[config.mk]
export PLATFORM = sky130hd
export DESIGN_NAME = mem_port_arbiter
export DESIGN_NICKNAME = d
export VERILOG_FILES = /design/src/rtl/mem_port_arbiter.sv
export SDC_FILE = /design/constraint.sdc
export NUM_CORES = 1
export LEC_CHECK = 0
export BUFFER_PORTS_ARGS = -buffer_cell sky130_fd_sc_hd__buf_4
export CORE_MARGIN = 4
export CORE_UTILIZATION = 40
export CTS_CLUSTER_DIAMETER = 100
export DETAILED_ROUTE_END_ITERATION = 7
export HOLD_SLACK_MARGIN = 0.12
export PLACE_DENSITY = 0.73
export SYNTH_ARGS = -nofsm -noshare
export SYNTH_HDL_FRONTEND = slang
export SYNTH_SLANG_ARGS = --single-unit
[constraint.sdc]
create_clock -name clock -period 3.5 [get_ports clock]
set_input_delay 0.175 -clock clock [delete_from_list [all_inputs] [get_ports clock]]
set_output_delay 0.175 -clock clock [all_outputs]
set_load 0.02 [all_outputs]
[src/rtl/mem_port_arbiter.sv]
// mem_port_arbiter
//   Shares one single-port 16-bit memory between the fetch stage (read-only)
//   and the mem stage (read/write). Data accesses win arbitration, a streak
//   limit keeps fetch moving, and a watchdog aborts accesses whose memory
//   never answers.
//
// Ports
//   clock, rst            rising-edge clock, async active-low reset
//   if_req/if_addr        fetch request (level, held until if_done)
//   if_rdata/if_done      fetch read data, valid during the one-cycle done pulse
//   dm_req/dm_we/dm_addr/dm_wdata  data request (level, held until dm_done)
//   dm_rdata/dm_done      data read data, valid during the one-cycle done pulse
//   mem_req/mem_we/mem_addr/mem_wdata  memory strobe and latched command
//   mem_rdata/mem_ready   memory return data and completion
//   busy                  access in flight
//   bus_err               accompanies a done pulse for a watchdog-aborted access
//
// state   | meaning
// --------+----------------------------------------------------------
// IDLE    | no access in flight; arbitrate unmasked requests
// IF_BUSY | fetch access presented to memory, waiting for mem_ready
// DM_BUSY | data access presented to memory, waiting for mem_ready

module mem_port_arbiter #(
  parameter int unsigned DM_STREAK_MAX = 3,
  parameter int unsigned TIMEOUT       = 64
) (
  input  logic        clock,
  input  logic        rst,
  input  logic        if_req,
  input  logic [15:0] if_addr,
  output logic [15:0] if_rdata,
  output logic        if_done,
  input  logic        dm_req,
  input  logic        dm_we,
  input  logic [15:0] dm_addr,
  input  logic [15:0] dm_wdata,
  output logic [15:0] dm_rdata,
  output logic        dm_done,
  output logic        mem_req,
  output logic        mem_we,
  output logic [15:0] mem_addr,
  output logic [15:0] mem_wdata,
  input  logic [15:0] mem_rdata,
  input  logic        mem_ready,
  output logic        busy,
  output logic        bus_err
);

  typedef enum logic [1:0] {
    IDLE    = 2'd0,
    IF_BUSY = 2'd1,
    DM_BUSY = 2'd2
  } state_t;

  localparam logic [3:0] STREAK_MAX = 4'(DM_STREAK_MAX);
  localparam bit         TMO_EN     = (TIMEOUT != 0);
  // Abort is decided in the last waiting cycle, so the compare value is one
  // below TIMEOUT; this keeps mem_req high for exactly TIMEOUT cycles.
  localparam logic [7:0] TMO_LAST   = TMO_EN ? 8'(TIMEOUT - 1) : 8'd0;

  state_t      state_q, state_d;
  logic [15:0] addr_q, addr_d;
  logic        we_q, we_d;
  logic [15:0] wdata_q, wdata_d;
  logic [15:0] if_rdata_q, if_rdata_d;
  logic [15:0] dm_rdata_q, dm_rdata_d;
  logic        if_done_q, if_done_d;
  logic        dm_done_q, dm_done_d;
  logic        bus_err_q, bus_err_d;
  logic [3:0]  streak_q, streak_d;
  logic [7:0]  tmo_q, tmo_d;

  logic        if_req_m, dm_req_m;
  logic        if_grant, dm_grant;

  // A requester that is seeing its done pulse is not re-granted that cycle,
  // giving it time to drop req.
  assign if_req_m = if_req & ~if_done_q;
  assign dm_req_m = dm_req & ~dm_done_q;

  always_comb begin
    state_d    = state_q;
    addr_d     = addr_q;
    we_d       = we_q;
    wdata_d    = wdata_q;
    if_rdata_d = if_rdata_q;
    dm_rdata_d = dm_rdata_q;
    if_done_d  = 1'b0;
    dm_done_d  = 1'b0;
    bus_err_d  = 1'b0;
    streak_d   = streak_q;
    tmo_d      = tmo_q;
    if_grant   = 1'b0;
    dm_grant   = 1'b0;

    case (state_q)
      IDLE: begin
        if (dm_req_m && !(if_req_m && (streak_q == STREAK_MAX))) begin
          dm_grant = 1'b1;
          state_d  = DM_BUSY;
          addr_d   = dm_addr;
          we_d     = dm_we;
          wdata_d  = dm_wdata;
          tmo_d    = 8'd0;
        end else if (if_req_m) begin
          if_grant = 1'b1;
          state_d  = IF_BUSY;
          addr_d   = if_addr;
          we_d     = 1'b0;
          wdata_d  = 16'h0000;
          tmo_d    = 8'd0;
        end
      end
      IF_BUSY, DM_BUSY: begin
        if (mem_ready) begin
          state_d = IDLE;
          if (state_q == IF_BUSY) begin
            if_done_d  = 1'b1;
            if_rdata_d = mem_rdata;
          end else begin
            dm_done_d  = 1'b1;
            dm_rdata_d = we_q ? 16'h0000 : mem_rdata;
          end
        end else if (TMO_EN && (tmo_q == TMO_LAST)) begin
          state_d   = IDLE;
          bus_err_d = 1'b1;
          if (state_q == IF_BUSY) begin
            if_done_d  = 1'b1;
            if_rdata_d = 16'h0000;
          end else begin
            dm_done_d  = 1'b1;
            dm_rdata_d = 16'h0000;
          end
        end else if (TMO_EN) begin
          tmo_d = tmo_q + 8'd1;
        end
      end
      default: state_d = IDLE;
    endcase

    if (!if_req || if_grant) begin
      streak_d = 4'd0;
    end else if (dm_grant && (streak_q != STREAK_MAX)) begin
      streak_d = streak_q + 4'd1;
    end
  end

  always_ff @(posedge clock or negedge rst) begin
    if (!rst) begin
      state_q    <= IDLE;
      addr_q     <= 16'h0000;
      we_q       <= 1'b0;
      wdata_q    <= 16'h0000;
      if_rdata_q <= 16'h0000;
      dm_rdata_q <= 16'h0000;
      if_done_q  <= 1'b0;
      dm_done_q  <= 1'b0;
      bus_err_q  <= 1'b0;
      streak_q   <= 4'd0;
      tmo_q      <= 8'd0;
    end else begin
      state_q    <= state_d;
      addr_q     <= addr_d;
      we_q       <= we_d;
      wdata_q    <= wdata_d;
      if_rdata_q <= if_rdata_d;
      dm_rdata_q <= dm_rdata_d;
      if_done_q  <= if_done_d;
      dm_done_q  <= dm_done_d;
      bus_err_q  <= bus_err_d;
      streak_q   <= streak_d;
      tmo_q      <= tmo_d;
    end
  end

  assign busy      = (state_q != IDLE);
  assign mem_req   = busy;
  assign mem_we    = we_q;
  assign mem_addr  = addr_q;
  assign mem_wdata = wdata_q;
  assign if_rdata  = if_rdata_q;
  assign if_done   = if_done_q;
  assign dm_rdata  = dm_rdata_q;
  assign dm_done   = dm_done_q;
  assign bus_err   = bus_err_q;

endmodule

==> results.toml, run 1 <==
[placed_design]
io_buffers = 139
routabilityCongestion = 0.839
dpl.hpwl_mm = 6.55

[synth]
synth_area_mm2 = 0.00367
syn-num-nets = 404
ys_ff_latch = 82
ys_seq_area_share_pct = 55.9
synth_warnings = 0
synth.avg_cell_area_um2 = 11.1
netlist.area_leader.share_pct = 55.9
synth.distinct_cells = 40
synthTopCellsByArea = "dfrtp_1 (56%), mux2i_1 (9.0%), nand2_1 (4.2%)"
yosys.area.top_type = "dfrtp_1"
netlist_instances = 330

[critical_path]
critPathBufInv = 1
crit_end = "mem_addr[1]"
r2r_cells = 6
path_delay_family = "compound AO/OA/AOI/OAI gates"
rr_endpoint = "mem_addr[1]"
path_cells = "ha_1 -> nor3b_2 -> a21oi_4 -> mux2i_1 -> dlygate4sd3_1 -> o21ai_0"
crit_path_end_kind = "flop"
crit_required_ns = 3.71
r2r-start = "streak_q[0]"
worstPathArrival_ns = 2.72
crit_slowest_cell = "a21oi_4"
reg2reg_slack_ns = 0.99
crit_fanout = 17
crit_start = "streak_q[0]"
path_class = "flop to flop"
cp-start-kind = "flop"
critPathMaxStageDelay_ns = 0.63
crit_cells = 6

[die]
die_w_um = 104
core_area_mm2 = 0.00881
dieArea_mm2 = 0.0108
die_h_um = 104
start_util_pct = 41.7
io_pins = 140
rows = 34

[clocking]
cts_buffer_depth = 2
cts_inserted_buffers = 9
clk_latency_ns = 0.34
numClockSinks = 82
ctsResizeCount = 0
path_clk_slew_ns = 0.08
cts_tree = "done"
cts_root_buffer = "clkbuf_8"
htreeDepth = 3

[sta]
hold_viol_final = 0
rsz0062_at_grt = "no"
fin_crit_ns = 2.51
max_freq_mhz = 399
slew_headroom_pct = 31.8
setup_viol = 0
tightest_slew_ns = 1.02
timing.hold.ws_ns = 0.123
finalCritPeriodShare_pct = 71.6
finClkSkew_ns = 0.00545
tns_ns = 0
slew_violations = 0

[power]
p_seq_share_pct = 35.7
combPwrFrac_pct = 47.6
power.share.clock_pct = 16.7
p_leak_nw = 2.80
irDropWorstVdd_mv = 0.483
power_density_mw_per_mm2 = 833
switching_share_pct = 39.7
p_sw_w = 0.00177
intPower_w = 0.00269

[global_routing]
overflow = 0
grt_pass1_vias = 3334
antenna_found_initial = 0
grt_max_degree = 83
grtUsageTotal_pct = 18.6
grt_pass1_wl_mm = 16.6

[route]
drt_iter0_markers = 154
viasPerCell = 4.93
wl_mm = 9.57
drc_errors = 0
vias = 3022
wl_per_cell_um = 15.6
ant_nets = 0
dr.pass1.iters = 4

[final_layout]
n_antenna_cell = 0
fin_nets = 575
layout-area-overhead-vs-synth_pct = 46.0
drive_above_1_share_pct = 33.7

[flow_run]
max-cap-violations = 0

[run_status]
status = "finished clean"

[min_path]
hold_path.class = "primary input to flop"
[stage by stage]
stage	setup WS, ns	cells	util (%)	total power, W	area, µm²
CTS	1.00	613	60.9	0.00452	5360
detailed placement	1.03	562	54.3	0.00371	4780
finish	0.994	613	60.9	0.00446	5360
global route	0.836	613	60.9	0.00477	5360
floorplan	1.47	330	-	0.00281	3670
global placement	1.13	562	54.3	0.00365	4780
[worst min path at each step]
stage / end / start / cells past startpoint / slack (ns)
final: mem_addr[10] / if_addr[10] / 3 / 0.12
after global routing: if_rdata[15] / mem_rdata[15] / 3 / 0.13
after CTS: if_rdata[7] / mem_rdata[7] / 3 / 0.12
after detailed placement: mem_wdata[6] / dm_wdata[6] / 2 / 0.40
after global placement: mem_wdata[5] / dm_wdata[5] / 2 / 0.39
after floorplan: bus_err / rst / 0 / -0.12
[routing by layer]
layer	up-vias	share of wire, %	track usage [%]
li1	1470	-	-
met1	1456	42	23.1
met2	88	50	31.3
met3	8	7.1	5.72
met4	0	0.79	5.41
met5	-	0	0
[kinds of logic (layout without fill, tap and decap cells)]
kind of cell,after synthesis,count (layout),share of synthesized area [%]
and+or+nand+nor,96,96,12.0
DFF,82,82,55.9
AOI/OAI and AO/OA,54,54,11.0
muxes,50,50,14.2
buffers and inverters,42,217,5.05
adders and majority gates,4,4,1.36
xor gates and xnor gates,2,2,0.477
[cell usage in the layout (no fill, tap or decap), types with 2 or more instances in the layout]
cell,instances
buf_4,141
dfrtp_1,82
nand2_1,41
dlygate4sd3_1,36
mux2i_1,33
inv_1,25
nor2_1,25
o21ai_0,19
a22o_1,17
clkbuf_8,10
mux2_1,9
mux2_2,8
nand3_1,5
nand2b_1,4
a21oi_1,4
a31oi_1,4
ha_1,4
nand4_1,3
nand3b_1,3
o221ai_1,3
and3_1,2
nor2b_1,2
xnor2_1,2
or3_1,2
nor3_1,2
bufinv_16,2
[synthesized netlist by cell type]
master    number
nand2b_1       4
dfrtp_1       82
a31oi_1        4
mux2_1         9
ha_1           4
xnor2_1        2
a21o_1         1
and2b_1        1
a21oi_4        1
nor3_1         2
o31ai_1        1
mux2i_1       33
nor2_1        25
a41oi_2        1
clkbuf_1      11
o221ai_1       3
and2_1         1
o21ai_0       19
buf_2          1
nand3_1        5
nand2_2        1
o211ai_1       1
or2_2          1
mux2_2         8
a22o_1        17
nand2_1       41
or3_1          2
nor4_1         1
a21oi_1        4
nand4_1        3
and3_1         2
o41ai_4        1
inv_1         25
nand3b_1       3
nor2b_1        2
nand4b_1       1
buf_8          1
o21ai_1        1
buf_4          4
nor3b_2        1
[worst min-delay path, delay by kind of cell]
| family | cells | cell delay (ns) |
|---|---|---|
| muxes | 1 | 0.05 |
| AOI/OAI and AO/OA | 1 | 0.13 |
| buffers and inverters | 1 | 0.07 |
[layout make-up]
cell class,count,area [µm²]
Fill cell,734,3450
Clock inverter,4,73.8
Multi-Input combinational cell,206,1440
Clock buffer,11,141
Sequential cell,82,2050
Tap cell,108,135
Inverter,25,93.8
Timing Repair Buffer,177,1420
[sequential cells by signal, summed over array words and instances, names as in the netlist]
| register | cells |
|---|---|
| streak_q | 4 |
| dm_done | 1 |
| if_done | 1 |
| tmo_q | 8 |
| dm_rdata | 16 |
| mem_wdata | 16 |
| mem_we | 1 |
| bus_err | 1 |
| state_q | 2 |
| if_rdata | 16 |
| mem_addr | 16 |
[timing repair]
action	CTS	global route
endpoints found under the setup margin	0	0
buffers inserted	0	0
hold buffers	36	0
hold endpoints to repair	114	0
[power by group through the flow]
| stage | logic [W] | clock network, W | registers, W |
|---|---|---|---|
| 6_report | 0.00212 | 0.000746 | 0.00159 |
| 2_1_floorplan | 0.000807 | 0 | 0.00200 |
| 3_5_place_dp | 0.00211 | 0 | 0.00160 |
| 4_1_cts | 0.00215 | 0.000774 | 0.00159 |
| 3_3_place_gp | 0.00206 | 0 | 0.00159 |
| 5_1_grt | 0.00231 | 0.000814 | 0.00165 |
(Power assumes the default switching activity.)
==> run 2: changes to the inputs <==
Settings changed: ABC_AREA from default to 1, PLACE_DENSITY 0.73 to 0.75.
Clock period 3.5 ns to 2.29 ns, I/O delays scaled along.
==> run 2 against run 1 <==
Net effect: die area grew 5.6%; core utilization grew 1.5 points; synthesized cell count grew 25%; setup slack lost 0.86 ns; worst hold slack gained 0.078 ns; first-iteration DRC count grew 45%; count of clock-buffer cells in the layout shrank 2; highest routed layer unchanged.
==> results.toml, run 2 <==
[synth]
synthFlopType = "dfrtp_1"
synth.avg_cell_area_um2 = 9.41
yosysMostFrequentCell = "nand2_1"
async_flop_share_pct = 100
syn-num-nets = 488
synth_warnings = 0
netlist_instances = 414
yosys.area.top_type = "dfrtp_1"
synth_adder_area_share_pct = 1.29
synthMuxAreaShare_pct = 0
ys_seq_area_share_pct = 52.7
synth_top_family_by_area = "simple AND/OR/NAND/NOR gates"
synth.distinct_cells = 31
synth_area_mm2 = 0.00389
synth_xor_area_share_pct = 0.450
synth_enable_flop_cells = 0
synth_simple_gate_area_share_pct = 22.9
netlist.area_leader.share_pct = 52.7
synth_common_cells = "nand2_1 (112), dfrtp_1 (82), a21oi_1 (35), o21ai_2 (33), nor2_1 (29)"
ys_ff_latch = 82
synth-compound-area-share_pct = 16.0
synthTopCellsByArea = "dfrtp_1 (53%), nand2_1 (11%), o21ai_2 (7.4%)"

[power]
combPwrFrac_pct = 52.8
intPower_w = 0.00413
power_density_mw_per_mm2 = 1240
power.share.clock_pct = 14.8
irDropWorstVdd_mv = 0.702
p_leak_nw = 2.91
p_sw_w = 0.00309
switching_share_pct = 42.8
p_seq_share_pct = 32.4

[critical_path]
crit_cells = 7
worstPathArrival_ns = 2.44
rr_endpoint = "mem_addr[7]"
crit_path_end_kind = "flop"
path_cells = "ha_1 -> nand2_2 -> nor2_1 -> nor2_4 -> nand2_1 -> a21oi_1 -> dlygate4sd3_1"
r2r-start = "streak_q[0]"
path_class = "flop to flop"
reg2reg_slack_ns = 0.14
r2r_cells = 7
cp-start-kind = "flop"
path_delay_family = "simple AND/OR/NAND/NOR gates"
crit_slowest_cell = "dlygate4sd3_1"
crit_fanout = 17
critPathBufInv = 1
crit_required_ns = 2.58
critPathMaxStageDelay_ns = 0.58

[route]
viasPerCell = 4.90
drc_errors = 0
wl_per_cell_um = 15.2
vias = 3667
drt_iter0_markers = 224
wl_mm = 11.3
ant_nets = 0
dr.pass1.iters = 4

[final_layout]
n_antenna_cell = 0
layout_common_cells = "buf_4 (142), nand2_1 (112), dfrtp_1 (82)"
fin_nets = 688
drive_above_1_share_pct = 34.2
layout-area-overhead-vs-synth_pct = 50.1
instances_no_fill = 748
mostFrequentLayoutCell = "buf_4"

[die]
die_h_um = 107
rows = 35
dieArea_mm2 = 0.0114
die_w_um = 107
core_area_mm2 = 0.00937
start_util_pct = 41.5
io_pins = 140

[global_routing]
grtUsageTotal_pct = 20.1
grt_max_degree = 52
overflow = 0
grt_pass1_vias = 3784
antenna_found_initial = 0
grt_pass1_wl_mm = 18.6

[clocking]
clk_latency_ns = 0.35
cts_root_buffer = "clkbuf_8"
htreeDepth = 3
cts_buffer_depth = 2
cts_tree = "done"
path_clk_slew_ns = 0.10
numClockSinks = 82
cts_inserted_buffers = 9

[min_path]
hold_path.class = "primary input to flop"
min_from = "mem_ready"
min_path_cells = 3
hold_path_end = "if_rdata[5]"

[sta]
setup_ws_ns = 0.139
tightest_slew_ns = 0.646
hold_viol_final = 0
rsz0062_at_grt = "no"
slew_violations = 0
max_freq_mhz = 465
setup_viol = 0
tns_ns = 0
slew_headroom_pct = 56.9
fin_crit_ns = 2.15
finalCritPeriodShare_pct = 93.9
finClkSkew_ns = 0.0125

[placed_design]
dpl.hpwl_mm = 7.28
io_buffers = 139
dp_slack_ns = 0.498
routabilityCongestion = 0.811
placed_cells = 665

[flow_run]
max-cap-violations = 0

[run_status]
status = "finished clean"
## run 2: cell types whose count changed after synthesis, moves of 8 or more
| cell | previous run | this run |
|---|---|---|
| nand2_1 | 41 | 112 |
| a21oi_1 | 4 | 35 |
| o21ai_0 | 19 | 4 |
| mux2_2 | 8 | 0 |
| mux2i_1 | 33 | 0 |
| mux2_1 | 9 | 0 |
| nand3_1 | 5 | 26 |
| o21ai_2 | 0 | 33 |
## run 2: worst max path at each step
stage                    end        start
2_1_floorplan  mem_wdata[10]   state_q[0]
3_3_place_gp        tmo_q[6]   state_q[1]
3_5_place_dp        tmo_q[6]   state_q[1]
4_1_cts         mem_addr[10]   state_q[1]
5_1_grt          mem_addr[9]  streak_q[0]
6_report         mem_addr[7]  streak_q[0]
## run 2: per-stage QoR
| step | cell area, µm² | total power [W] | hold WS (ns) | util (%) |
|---|---|---|---|---|
| final | 5840 | 0.00722 | 0.201 | 62.3 |
| after global routing | 5840 | 0.00766 | 0.188 | 62.3 |
| after global placement | 4970 | 0.00565 | 0.188 | 53.0 |
| after floorplan | 3890 | 0.00450 | -0.181 | - |
| after CTS | 5840 | 0.00719 | 0.179 | 62.3 |
| after detailed placement | 4970 | 0.00575 | 0.191 | 53.0 |
## run 2: worst reg2reg max path, cell delays in order (launching register included)
cell and delay (ns):
dfrtp_1 0.41, ha_1 0.26, nand2_2 0.12, nor2_1 0.07, nor2_4 0.35, nand2_1 0.11
a21oi_1 0.21, dlygate4sd3_1 0.58
## run 2: per-layer routing
metal	up-vias	global-route usage [%]	part of all wire (%)
met5	-	0	0
met4	0	5.84	2.2
met3	24	5.24	5.7
met2	107	35.3	51
met1	1777	24.2	41
li1	1759	-	-
## run 2: cell families after synthesis
family,count (synthesis)
DFF,82
xor gates and xnor gates,2
adders and majority gates,4
AOI/OAI and AO/OA,88
and+or+nand+nor,191
buffers and inverters,47
## run 2: what timing repair did
action | CTS | global route
hold buffers | 67 | 0
setup buffers | 0 | 0
endpoints found under the setup margin | 0 | 11
gates resized for setup | 0 | 1
hold endpoints to repair | 116 | 0
## run 2: layout make-up
type | instances | area (µm²)
clock buffer | 9 | 124
clock inverter | 7 | 78.8
fill | 782 | 3530
inverter | 27 | 103
multi-input combinational | 285 | 1590
sequential | 82 | 2050
tap | 129 | 161
timing repair buffer | 209 | 1740
## run 2: power groups by stage
stage,Clock (W),Combinational (W),Sequential [W]
global placement,0,0.00333,0.00233
global route,0.00116,0.00409,0.00241
floorplan,0,0.00156,0.00294
CTS,0.00111,0.00376,0.00232
finish,0.00107,0.00381,0.00234
detailed placement,0,0.00341,0.00234
==> run 3: changes to the inputs <==
--- a/config.mk
+++ b/config.mk
@@ -14,3 +14,3 @@
 export HOLD_SLACK_MARGIN = 0.12
-export PLACE_DENSITY = 0.75
+export PLACE_DENSITY = 0.73
 export SYNTH_ARGS = -nofsm -noshare
==> constraint.sdc (replaced) <==
create_clock -name clock -period 2.65 [get_ports clock]
set_input_delay 0.1325 -clock clock [delete_from_list [all_inputs] [get_ports clock]]
set_output_delay 0.1325 -clock clock [all_outputs]
set_load 0.01 [all_outputs]
==> run 3 against run 2 <==
Net effect: fmax down 13%; wire length fell by 1.5%; sequential share of layout area up 0.14 points; register-to-register slack improved by 0.04 ns; total power fell by 19%; clock power shrank 13%; setup slack better by 0.038 ns; via count decreased by 0.98%; worst hold slack gained 0.0036 ns; sequential cell count stayed put; global-route usage is 0.087 points higher; critical path depth unchanged; highest routed layer unchanged.
==> results.toml, run 3 (synthesis results as in run 2) <==
[global_routing]
grt_max_degree = 83
grt_pass1_wl_mm = 18.4
antenna_found_initial = 0
overflow = 0
grtUsageTotal_pct = 20.2
grt_pass1_vias = 3810

[final_layout]
layout_common_cells = "buf_4 (139), nand2_1 (112), dfrtp_1 (82)"
layout-area-overhead-vs-synth_pct = 49.5
drive_above_1_share_pct = 33.6
mostFrequentLayoutCell = "buf_4"
fillerInstances = 751
fin_nets = 685
instances_no_fill = 745
final_area_mm2 = 0.00582
n_antenna_cell = 0

[critical_path]
path_class = "flop to flop"
cp-start-kind = "flop"
r2r-start = "state_q[0]"
crit_start = "state_q[0]"
crit_required_ns = 2.89
crit_fanout = 34
worstPathArrival_ns = 2.72
crit_path_end_kind = "flop"

[clocking]
cts_root_buffer = "clkbuf_8"
cts_inserted_buffers = 9
ctsResizeCount = 0
clk_latency_ns = 0.36
htreeDepth = 3
cts_buffer_depth = 2
post_cts_buffers = 0
cts_tree = "done"
numClockSinks = 82
path_clk_slew_ns = 0.09

[sta]
tns_ns = 0
tightest_slew_ns = 1.04
hold_viol_final = 0
slew_violations = 0
setup_viol = 0
finalCritPeriodShare_pct = 93.3
slew_headroom_pct = 30.9
finClkSkew_ns = 0.0164
timing.hold.ws_ns = 0.205
rsz0062_at_grt = "no"
fin_crit_ns = 2.47
max_freq_mhz = 404

[placed_design]
dpl.hpwl_mm = 7.16
io_buffers = 139
routabilityCongestion = 0.815
dpl_cell_area_mm2 = 0.00494
placed_cells = 662

[route]
vias = 3631
drc_errors = 0
dr.pass1.iters = 4
ant_nets = 0
wl_mm = 11.2
wl_per_cell_um = 15.0
viasPerCell = 4.87
drt_iter0_markers = 200

[power]
irDropWorstVdd_mv = 0.520
p_leak_nw = 2.89
power_density_mw_per_mm2 = 1000
finalPower_w = 0.00585

[die]
rows = 35
core_area_mm2 = 0.00937
die_w_um = 107
start_util_pct = 41.5
dieArea_mm2 = 0.0114
io_pins = 140
die_h_um = 107

[min_path]
hold_path.class = "primary input to flop"
min_from = "mem_ready"

[run_status]
status = "finished clean"

[flow_run]
max-cap-violations = 0
[run 3: cell count changes in the layout (fill, tap and decap cells not counted), sizes merged]
| cell | previous run | this run |
|---|---|---|
| clkbuf | 9 | 11 |
| clkinv | 5 | 3 |
| buf | 142 | 139 |
[run 3: layer usage]
| layer | global-route usage, % | vias up | wire length, µm |
|---|---|---|---|
| met1 | 23.1 | 1721 | 4340 |
| li1 | - | 1751 | - |
| met3 | 6.62 | 28 | 784 |
| met4 | 8.31 | 0 | 319 |
| met2 | 34.7 | 131 | 5740 |
| met5 | 0 | - | 0 |
[run 3: worst paths after layout]
path | depth (start not counted) | slack, ns | end
worst max register to register | 7 | 0.18 | mem_addr[9]
min in group asynchronous | 2 | 0.49 | mem_wdata[4]
max in group asynchronous | 2 | 1.49 | streak_q[1]
worst min register to register | 2 | 0.48 | state_q[1]
worst min-delay path | 3 | 0.20 | if_rdata[2]
worst max-delay path | 7 | 0.18 | mem_addr[9]
[run 3: timing repair]
item / 4_1_cts / 5_1_grt
hold buffers: 67 / 0
setup endpoints to repair: 0 / 0
hold endpoints to repair: 149 / 0
[run 3: through the flow]
step,util [%],worst slack [ns]
floorplan,-,1.16
global placement,52.8,0.747
detailed placement,52.8,0.625
CTS,62.1,0.205
global route,62.1,0.0410
finish,62.1,0.177
[run 3: layout make-up]
class	count	area, µm²	share of cell area (%)
Inverter	27	103	1.76
Sequential cell	82	2050	35.3
Tap cell	129	161	2.77
Clock buffer	11	141	2.43
Multi-Input combinational cell	285	1590	27.2
Clock inverter	5	62.6	1.08
Timing Repair Buffer	206	1710	29.5
[run 3: where the power goes]
group	internal (W)	leakage, nW	switching [W]	total [W]
logic	0.00136	1.74	0.00152	0.00288
clock network	0.000466	0.0962	0.000469	0.000935
registers	0.00173	1.05	0.000296	0.00203
[run 3: critical path, cell delays in order (launching register included)]
cell and delay [ns]:
dfrtp_1 0.38, inv_1 0.05, ha_1 0.34, nand2_4 0.39, clkinv_2 0.36, nor2_1 0.21, a21oi_1 0.05, dlygate4sd3_1 0.56
